## config.mk

```make
export PLATFORM = sky130hd
export DESIGN_NAME = mem_ctrl_burst
export DESIGN_NICKNAME = d
export VERILOG_FILES = /design/src/rtl/mem_ctrl_pkg.sv /design/src/rtl/mem_ctrl_burst_line_buffer_wordport.sv /design/src/rtl/mem_ctrl_burst.sv
export SDC_FILE = /design/constraint.sdc
export NUM_CORES = 2
export LEC_CHECK = 0
export CORE_AREA = 3 3 508 510
export CTS_BUF_LIST = sky130_fd_sc_hd__clkbuf_4 sky130_fd_sc_hd__clkbuf_8 sky130_fd_sc_hd__clkbuf_16
export DETAILED_ROUTE_END_ITERATION = 10
export DIE_AREA = 0 0 511 513
export HOLD_SLACK_MARGIN = 0.06
export MAX_ROUTING_LAYER = met4
export PLACE_DENSITY_LB_ADDON = 0.3
export SKIP_LAST_GASP = 1
export SLEW_MARGIN = 30
export SYNTH_ARGS = -nofsm -noshare
export SYNTH_HDL_FRONTEND = slang
export SYNTH_SLANG_ARGS = --single-unit
```

## constraint.sdc

```tcl
create_clock -name clk -period 19.4 [get_ports clk]
set_clock_uncertainty 0.1 [all_clocks]
set_input_delay 3.88 -clock clk [delete_from_list [all_inputs] [get_ports clk]]
set_output_delay 3.88 -clock clk [all_outputs]
set_load 0.02 [all_outputs]
```

## src/rtl/mem_ctrl_pkg.sv

```systemverilog
// Shared opcode, state and geometry definitions for the burst memory controller.
package mem_ctrl_pkg;

  typedef enum logic [1:0] {
    OP_IDLE  = 2'b00,
    OP_READ  = 2'b01,
    OP_WRITE = 2'b11
  } op_e;

  typedef logic [2:0] state_t;

  localparam state_t ST_STARTUP   = 3'd0;
  localparam state_t ST_IDLE      = 3'd1;
  localparam state_t ST_RD_REQ    = 3'd2;
  localparam state_t ST_RD_DRAIN  = 3'd3;
  localparam state_t ST_WR_FILL   = 3'd4;
  localparam state_t ST_WR_BUBBLE = 3'd5;
  localparam state_t ST_WR_REQ    = 3'd6;

  localparam int DEF_WORD_SIZE     = 32;
  localparam int DEF_CL_SIZE_WIDTH = 512;
  localparam int FILL_COUNT        = DEF_CL_SIZE_WIDTH / DEF_WORD_SIZE;
  localparam int LINE_BYTES        = DEF_CL_SIZE_WIDTH / 8;

endpackage

```

## src/rtl/mem_ctrl_burst_line_buffer_wordport.sv

```systemverilog
// One cache line of storage: word-indexed write and read ports plus a full-line load.
module line_buffer_wordport #(
  parameter int WORD_SIZE     = 32,
  parameter int CL_SIZE_WIDTH = 512,
  localparam int WORDS = CL_SIZE_WIDTH / WORD_SIZE,
  localparam int IDX_W = (WORDS > 1) ? $clog2(WORDS) : 1
) (
  input  logic                     clk,
  input  logic                     rst,
  input  logic                     load_en,
  input  logic [CL_SIZE_WIDTH-1:0] load_data,
  input  logic                     wr_en,
  input  logic [IDX_W-1:0]         wr_idx,
  input  logic [WORD_SIZE-1:0]     wr_data,
  input  logic [IDX_W-1:0]         rd_idx,
  output logic [WORD_SIZE-1:0]     rd_data,
  output logic [CL_SIZE_WIDTH-1:0] line
);

  logic [CL_SIZE_WIDTH-1:0] line_q;

  // A full-line load from the host wins over a CPU word write.
  always_ff @(posedge clk or posedge rst) begin
    if (rst) begin
      line_q <= '0;
    end else if (load_en) begin
      line_q <= load_data;
    end else if (wr_en) begin
      line_q[int'(wr_idx) * WORD_SIZE +: WORD_SIZE] <= wr_data;
    end
  end

  assign rd_data = line_q[int'(rd_idx) * WORD_SIZE +: WORD_SIZE];
  assign line    = line_q;

endmodule

```

## src/rtl/mem_ctrl_burst.sv

```systemverilog
// Multi-line burst controller bridging the CPU word bus (valid/ready) and the host line DMA port.
module mem_ctrl_burst
  import mem_ctrl_pkg::*;
#(
  parameter int WORD_SIZE     = DEF_WORD_SIZE,
  parameter int CL_SIZE_WIDTH = DEF_CL_SIZE_WIDTH,
  parameter int ADDR_BITCOUNT = 64,
  parameter int MAX_BURST     = 8,
  parameter int BUBBLE_CYCLES = 1,
  localparam int LEN_W = $clog2(MAX_BURST) + 1
) (
  input  logic                     clk,
  input  logic                     rst,
  input  logic                     host_init,
  input  logic                     host_rd_ready,
  input  logic                     host_wr_ready,
  input  logic [1:0]               op,
  input  logic                     req_valid,
  input  logic [LEN_W-1:0]         burst_len,
  input  logic [ADDR_BITCOUNT-1:0] raw_address,
  input  logic [ADDR_BITCOUNT-1:0] address_offset,
  input  logic [WORD_SIZE-1:0]     cpu_wdata,
  input  logic                     cpu_wvalid,
  output logic                     cpu_wready,
  output logic [WORD_SIZE-1:0]     cpu_rdata,
  output logic                     cpu_rvalid,
  input  logic                     cpu_rready,
  input  logic [CL_SIZE_WIDTH-1:0] host_data_bus_read_in,
  output logic [CL_SIZE_WIDTH-1:0] host_data_bus_write_out,
  output logic [ADDR_BITCOUNT-1:0] corrected_address,
  output logic                     ready,
  output logic                     busy,
  output logic                     tx_done,
  output logic                     host_rgo,
  output logic                     host_wgo,
  output logic                     host_re,
  output logic                     host_we,
  output logic                     err_len
);

  localparam int WORDS  = CL_SIZE_WIDTH / WORD_SIZE;
  localparam int WIDX_W = (WORDS > 1) ? $clog2(WORDS) : 1;
  localparam int BUB_W  = $clog2(BUBBLE_CYCLES) + 1;

  localparam logic [WIDX_W-1:0]        LAST_WORD   = WIDX_W'(WORDS - 1);
  localparam logic [WIDX_W-1:0]        WORD_ONE    = WIDX_W'(1);
  localparam logic [LEN_W-1:0]         MAX_LEN     = LEN_W'(MAX_BURST);
  localparam logic [LEN_W-1:0]         LEN_ONE     = LEN_W'(1);
  localparam logic [BUB_W-1:0]         LAST_BUBBLE = BUB_W'(BUBBLE_CYCLES - 1);
  localparam logic [BUB_W-1:0]         BUB_ONE     = BUB_W'(1);
  localparam logic [ADDR_BITCOUNT-1:0] LINE_STEP   = ADDR_BITCOUNT'(CL_SIZE_WIDTH / 8);

  state_t            state;
  logic [LEN_W-1:0]  len_q;
  logic [LEN_W-1:0]  line_idx;
  logic [WIDX_W-1:0] word_idx;
  logic [BUB_W-1:0]  bubble_cnt;

  logic req_rw, len_legal, rd_beat, wr_beat, last_word, last_line, line_load;

  assign req_rw    = req_valid && ((op == OP_READ) || (op == OP_WRITE));
  assign len_legal = (burst_len != '0) && (burst_len <= MAX_LEN);

  assign ready      = (state == ST_IDLE);
  assign busy       = (state != ST_STARTUP) && (state != ST_IDLE);
  assign host_rgo   = (state == ST_RD_REQ);
  assign host_re    = host_rgo && host_rd_ready;
  assign cpu_rvalid = (state == ST_RD_DRAIN);
  assign cpu_wready = (state == ST_WR_FILL);
  assign host_wgo   = (state == ST_WR_BUBBLE) || (state == ST_WR_REQ);
  assign host_we    = (state == ST_WR_REQ) && host_wr_ready;

  assign rd_beat   = cpu_rvalid && cpu_rready;
  assign wr_beat   = cpu_wready && cpu_wvalid;
  assign last_word = (word_idx == LAST_WORD);
  assign last_line = ((line_idx + LEN_ONE) == len_q);
  assign line_load = host_re;

  assign tx_done = (rd_beat && last_word && last_line) || (host_we && last_line);
  assign err_len = ready && req_rw && !len_legal;

  line_buffer_wordport #(
    .WORD_SIZE    (WORD_SIZE),
    .CL_SIZE_WIDTH(CL_SIZE_WIDTH)
  ) u_line_buffer (
    .clk      (clk),
    .rst      (rst),
    .load_en  (line_load),
    .load_data(host_data_bus_read_in),
    .wr_en    (wr_beat),
    .wr_idx   (word_idx),
    .wr_data  (cpu_wdata),
    .rd_idx   (word_idx),
    .rd_data  (cpu_rdata),
    .line     (host_data_bus_write_out)
  );

  // corrected_address tracks base + line_idx*LINE_BYTES by stepping once per finished line.
  always_ff @(posedge clk or posedge rst) begin
    if (rst) begin
      state             <= ST_STARTUP;
      len_q             <= '0;
      line_idx          <= '0;
      word_idx          <= '0;
      bubble_cnt        <= '0;
      corrected_address <= '0;
    end else begin
      case (state)
        ST_STARTUP: begin
          if (host_init) state <= ST_IDLE;
        end
        ST_IDLE: begin
          if (req_rw && len_legal) begin
            len_q             <= burst_len;
            line_idx          <= '0;
            word_idx          <= '0;
            corrected_address <= raw_address + address_offset;
            state             <= (op == OP_READ) ? ST_RD_REQ : ST_WR_FILL;
          end
        end
        ST_RD_REQ: begin
          if (host_rd_ready) begin
            word_idx <= '0;
            state    <= ST_RD_DRAIN;
          end
        end
        ST_RD_DRAIN: begin
          if (rd_beat) begin
            word_idx <= word_idx + WORD_ONE;
            if (last_word) begin
              word_idx <= '0;
              if (last_line) begin
                state <= ST_IDLE;
              end else begin
                line_idx          <= line_idx + LEN_ONE;
                corrected_address <= corrected_address + LINE_STEP;
                state             <= ST_RD_REQ;
              end
            end
          end
        end
        ST_WR_FILL: begin
          if (wr_beat) begin
            word_idx <= word_idx + WORD_ONE;
            if (last_word) begin
              word_idx   <= '0;
              bubble_cnt <= '0;
              state      <= ST_WR_BUBBLE;
            end
          end
        end
        ST_WR_BUBBLE: begin
          if (bubble_cnt == LAST_BUBBLE) state <= ST_WR_REQ;
          else                           bubble_cnt <= bubble_cnt + BUB_ONE;
        end
        ST_WR_REQ: begin
          if (host_wr_ready) begin
            if (last_line) begin
              state <= ST_IDLE;
            end else begin
              line_idx          <= line_idx + LEN_ONE;
              corrected_address <= corrected_address + LINE_STEP;
              state             <= ST_WR_FILL;
            end
          end
        end
        default: state <= ST_STARTUP;
      endcase
    end
  end

endmodule
```

; Yosys cells after proc, flatten, opt, wreduce, memory -nomap -nowiden
; Index checks and enable logic that the tools add are counted.
[word_totals]
input_bits = 686
output_inout_bits = 618
wordCells = 103
register_bits = 592
[classes]
n_shift = 3
n_lt_le_gt_ge = 1
eq_ne = 20
n_mux = 37
n_addsub = 6
n_reduce_logical = 29
[op_table]
columns = op, count
row1 = 512-bit 2-to-1 mux, 2
row2 = 512-bit bitwise mux, 1
row3 = 32-bit by 33-bit variable shift with 512-bit output (first input constant), 1
row4 = 32-bit by 33-bit variable part select with 512-bit output, 1
row5 = 512-bit by 10-bit variable part select with 32-bit output, 1
row6 = 64-bit 2-to-1 mux, 5
row7 = 64-bit case mux with 3 select lines, 1
row8 = 64-bit adder, 1
row9 = 64-bit by 7-bit adder with 64-bit output (second input constant), 1
row10 = 4-bit 2-to-1 mux, 9
row11 = 3-bit 2-to-1 mux, 11
row12 = 9-bit negation with 33-bit output, 1
row13 = 3-bit case mux with 7 select lines, 1
row14 = 4-bit case mux with 4 select lines, 1
row15 = 1-bit logical AND, 13
row16 = 4-bit case mux with 3 select lines, 1
row17 = 2-bit by 1-bit != test with 1-bit output (second input constant), 5
row18 = 5-bit AND reduction, 2
row19 = 3-bit == test (second input constant), 3
row20 = 9-bit AND reduction, 1
row21 = 4-bit by 1-bit adder with 4-bit output (second input constant), 2
row22 = 2-bit != test (second input constant), 4
row23 = 4-bit nonzero test, 2
row24 = 3-bit by 2-bit == test with 1-bit output (second input constant), 2
row25 = 18 further kinds, 24

; Logic depth before layout (Yosys ltp)
[logic_depth]
ltp_word = 6
ltp_mapped = 15
depth_no_buf = 14

; By module
; Synthesis repeated with hierarchy kept, for this count alone.
[hier_totals]
hier_cells = 3383
area_unflattened_um2 = 35920.7
[by_module_without_submodules]
columns = mod, instances, cells_per_inst, area_each_um2, seq_area_each_um2
row1 = line_buffer_wordport, 1, 2207, 27383.8, 12812.3
row2 = mem_ctrl_burst, 1, 1176, 8536.9, 1976.9

; Worst setup path before layout
; Ideal clock, no wire load.
[synth_path]
path_kind = input port to output port
from = in host_rd_ready
to = out host_re
required_ns = 15.420
n_path_buf = 5
setup_slack_ns = 10.091
path_stages = 7
arrival_time_ns = 5.329
path_cell_list = nand2_1 -> inv_1 -> buf_2 -> buf_2 -> clkbuf_1 -> clkbuf_1 -> clkbuf_1
[synth_between]
elab_chain_len = 1
[synth_rtl]
columns = element, line
row1 = "start, declared", mem_ctrl_burst.sv:15  ; input logic host_rd_ready,
row2 = 1-bit logical AND, mem_ctrl_burst.sv:67  ; assign host_re = host_rgo && host_rd_ready;
row3 = "end, declared", mem_ctrl_burst.sv:36  ; output logic host_re,
; No other way between the ends.

; Worst setup path after layout
; Ends and elaborated chain as after synthesis.

==> summary.txt <==
Clocking
  – Clk buf depth: 3
  – Hold buffers post-CTS: 0
  – Post-CTS Setup Bufs: 0
  – Clock transition at the registers of the reported paths: 0.06 ns
  – CTS Buf Count: 82
  – Num Clock Sinks: 591
  – Post_cts resized: 0
  – CTS tree: built
  – Worst-Skew Late Latency: 0.71 ns
  – H-tree levels: 3
  – Root Buffer: clkbuf_16

Routing
  – DR vias: 37920
  – WL/cell: 37.99 um
  – # DRC: 0
  – DR pass1 iterations: 11
  – Routed wire length: 304900 um
  – Initial DRC Count: 4834
  – DR vias/cell: 4.725
  – Post-DRT Antenna Nets: 0

Setup path
  – Startpoint Class: input port
  – Beginning of the critical path: host_rd_ready
  – Reg2reg setup slack: 13.45 ns
  – Req. time, crit path: 15.42 ns
  – CP Class: input port to output port
  – Slowest-stage cell, CP: clkdlybuf4s50_1
  – Worst R2R Path Depth: 13
  – Critical Path Sink Type: output port
  – Max stage delay on crit path: 0.70 ns
  – CP cell instances: clkdlybuf4s50_1 > nand2_1 > inv_8 > clkdlybuf4s50_1
  – Critical path data arrival time: 6.08 ns
  – Worst r2r dst: u_line_buffer.line[12]
  – Critical Path Sink: host_re
  – Reg2reg start: state[1]
  – Most used cell along the critical path: clkdlybuf4s50_1
  – Critical Path Fanout Max: 57

Synthesis
  – Adder-cell area share of the yosys netlist: 2.650%
  – Synth Area in Simple Gates: 13.07%
  – Post-synthesis mux area share: 11.55%
  – Synth unique cells: 75
  – Seq/Total Area, Yosys: 43.74%
  – Commonest register cell after synthesis: dfrtp_1
  – Synth Warn #: 0
  – Post-synth EDFFs: 0
  – Largest cells by area after synthesis: dfrtp_1 44%, mux4_2 11%, a221o_1 5.8%, nand2_1 4.7%, a22oi_1 4.5%
  – Mapped Area: 33810 um2
  – Compound-Gate Fraction of Synth Area: 22.16%
  – XOR/XNOR share of the synthesized area: 1.762%
  – Synth area leader: dfrtp_1
  – Synthesized area per cell: 10.01 um2
  – Synth Net Count: 4134
  – Share of the synthesized area in the top cell type: 43.74%
  – Largest family of logic cells by synthesized area: compound AO/OA/AOI/OAI gates
  – Mapped Cells: 3377
  – Asr flop ratio synth: 100.0%
  – Flops & latches, synth: 591

GRT
  – Global route total overflow: 0
  – Largest net degree at the start of global routing: 158
  – First-pass GRT wire length: 392400 um
  – Vias in the first global route: 37350
  – Initial antenna violation count: 60
  – GR Util All Layers: 22.99%

Finish
  – Most common cell after layout, fill and taps aside: clkdlybuf4s50_1
  – Final Util: 21.24%
  – Area Growth Syn to Fin: 59.52%
  – Final Non-Filler Cells: 8025
  – Layout cell share with drive strength beyond 1: 9.809%
  – Final net count: 5293
  – Most frequent cells in the layout: 1303 x clkdlybuf4s50_1, 587 x dfrtp_1, 421 x nand2_1
  – Fillcell total: 27560

Timing
  – Transition time of the tightest slew-check pin: 1.062 ns
  – Hold WS: 0.3918 ns
  – TNS Setup: 0 ns
  – Final setup viols: 0
  – Final Hold Viols: 0
  – Slew margin rel.: 29.21%
  – Max Clk Rate: 99.44 MHz
  – RSZ-0062 raised after global routing: no
  – Post-layout min period: 10.06 ns
  – Tcrit/Tclk final: 51.83%
  – Slew Limit Fails: 0

Worst hold path
  – Min-Delay Path Class: flip-flop to flip-flop

Floorplanning
  – Core area: 253900 um2
  – Io pins: 1304
  – Die Span X: 511 um
  – Die H: 513 um
  – Initial Utilization: 13.31%
  – Rows: 185
  – Die Area: 262100 um2

Place
  – Post-DP HPWL: 238600 um
  – Input/output buffers: 1303
  – Dpl cells: 7817
  – RePlAce Congestion: 0.9694

Power
  – Pwr dens: 168.3 nW/um2
  – Total power draw: 9079 uW
  – Peak VDD IR: 0.07930 mV
  – Leakage power: 0.02152 uW

Status
  – Status: finished clean

Flow run
  – Number of max-cap violations: 0
sequential cells by signal (all words and copies together), names as in the netlist:
register            flops
u_line_buffer.line    512
corrected_address      64
len_q                   4
line_idx                4
word_idx                4
state                   3
metrics by stage:
step	worst slack (ns)	instance area, um2
floorplan	7.363	33810
finish	9.344	53930
global route	9.250	53900
CTS	9.303	53750
global placement	9.315	50890
detailed placement	9.306	50890
cells in the mapped netlist, types with 45 or more instances:
cell      count
dfrtp_1     591
inv_1       136
o21ai_0     175
mux4_2      160
nor2_1      265
a221o_1     195
a222oi_1     96
a22oi_1     202
clkbuf_1    285
nand2b_1     45
ha_1         70
nand4_1      48
nand3_1      48
nand2_1     423
a21oi_1     178
nor3_1       61
cells by family (layout without fill, tap and decap cells):
logic type / count (synthesis) / count (layout)
xor gates and xnor gates: 68 / 68
adders and majority gates: 71 / 71
buffers and inverters: 452 / 1673
DFF: 591 / 591
AOI/OAI and AO/OA: 1010 / 1010
other: 0 / 61
muxes: 190 / 190
and+or+nand+nor: 995 / 995
metal layers:
layer,routed length [um],up-vias,track usage [%],share of wire (%)
met2,139400,2601,35.64,46
met4,19930,0,13.19,6.5
li1,-,15210,-,-
met1,111800,19610,25.27,37
met5,0,-,-,0
met3,33760,502,8.633,11
power breakdown:
part / switching, uW / leakage (uW) / internal [uW] / total [uW]
Combinational: 2820 / 0.0125 / 1980 / 4800
Sequential: 871 / 0.00761 / 1770 / 2640
Clock: 680 / 0.00143 / 954 / 1630
Total: 4370 / 0.0215 / 4710 / 9080
critical path, delay by kind of cell:
kind          cells  cell delay, ns
simple gates      1            0.40
buf+inv           3            1.69
how the worst min path moves through the flow:
stage | startpoint | endpoint | slack (ns) | cells past startpoint
floorplan | len_q[2] | len_q[2] | 0.37 | 2
global placement | corrected_address[2] | corrected_address[2] | 0.38 | 2
detailed placement | corrected_address[2] | corrected_address[2] | 0.38 | 2
CTS | len_q[0] | len_q[0] | 0.40 | 2
global route | corrected_address[2] | corrected_address[2] | 0.43 | 2
finish | corrected_address[2] | corrected_address[2] | 0.39 | 2
layout make-up:
| cell class | instances | area [um2] | area share, % |
|---|---|---|---|
| Multi-Input combinational cell | 2334 | 17600 | 32.64 |
| Timing Repair Buffer | 1391 | 13780 | 25.55 |
| Sequential cell | 591 | 14800 | 27.45 |
| Clock buffer | 119 | 2460 | 4.561 |
| Tap cell | 3366 | 4212 | 7.809 |
| Inverter | 136 | 521.8 | 0.9674 |
| Antenna cell | 61 | 152.6 | 0.2830 |
| Clock inverter | 27 | 396.6 | 0.7354 |
(Power assumes the default switching activity.)
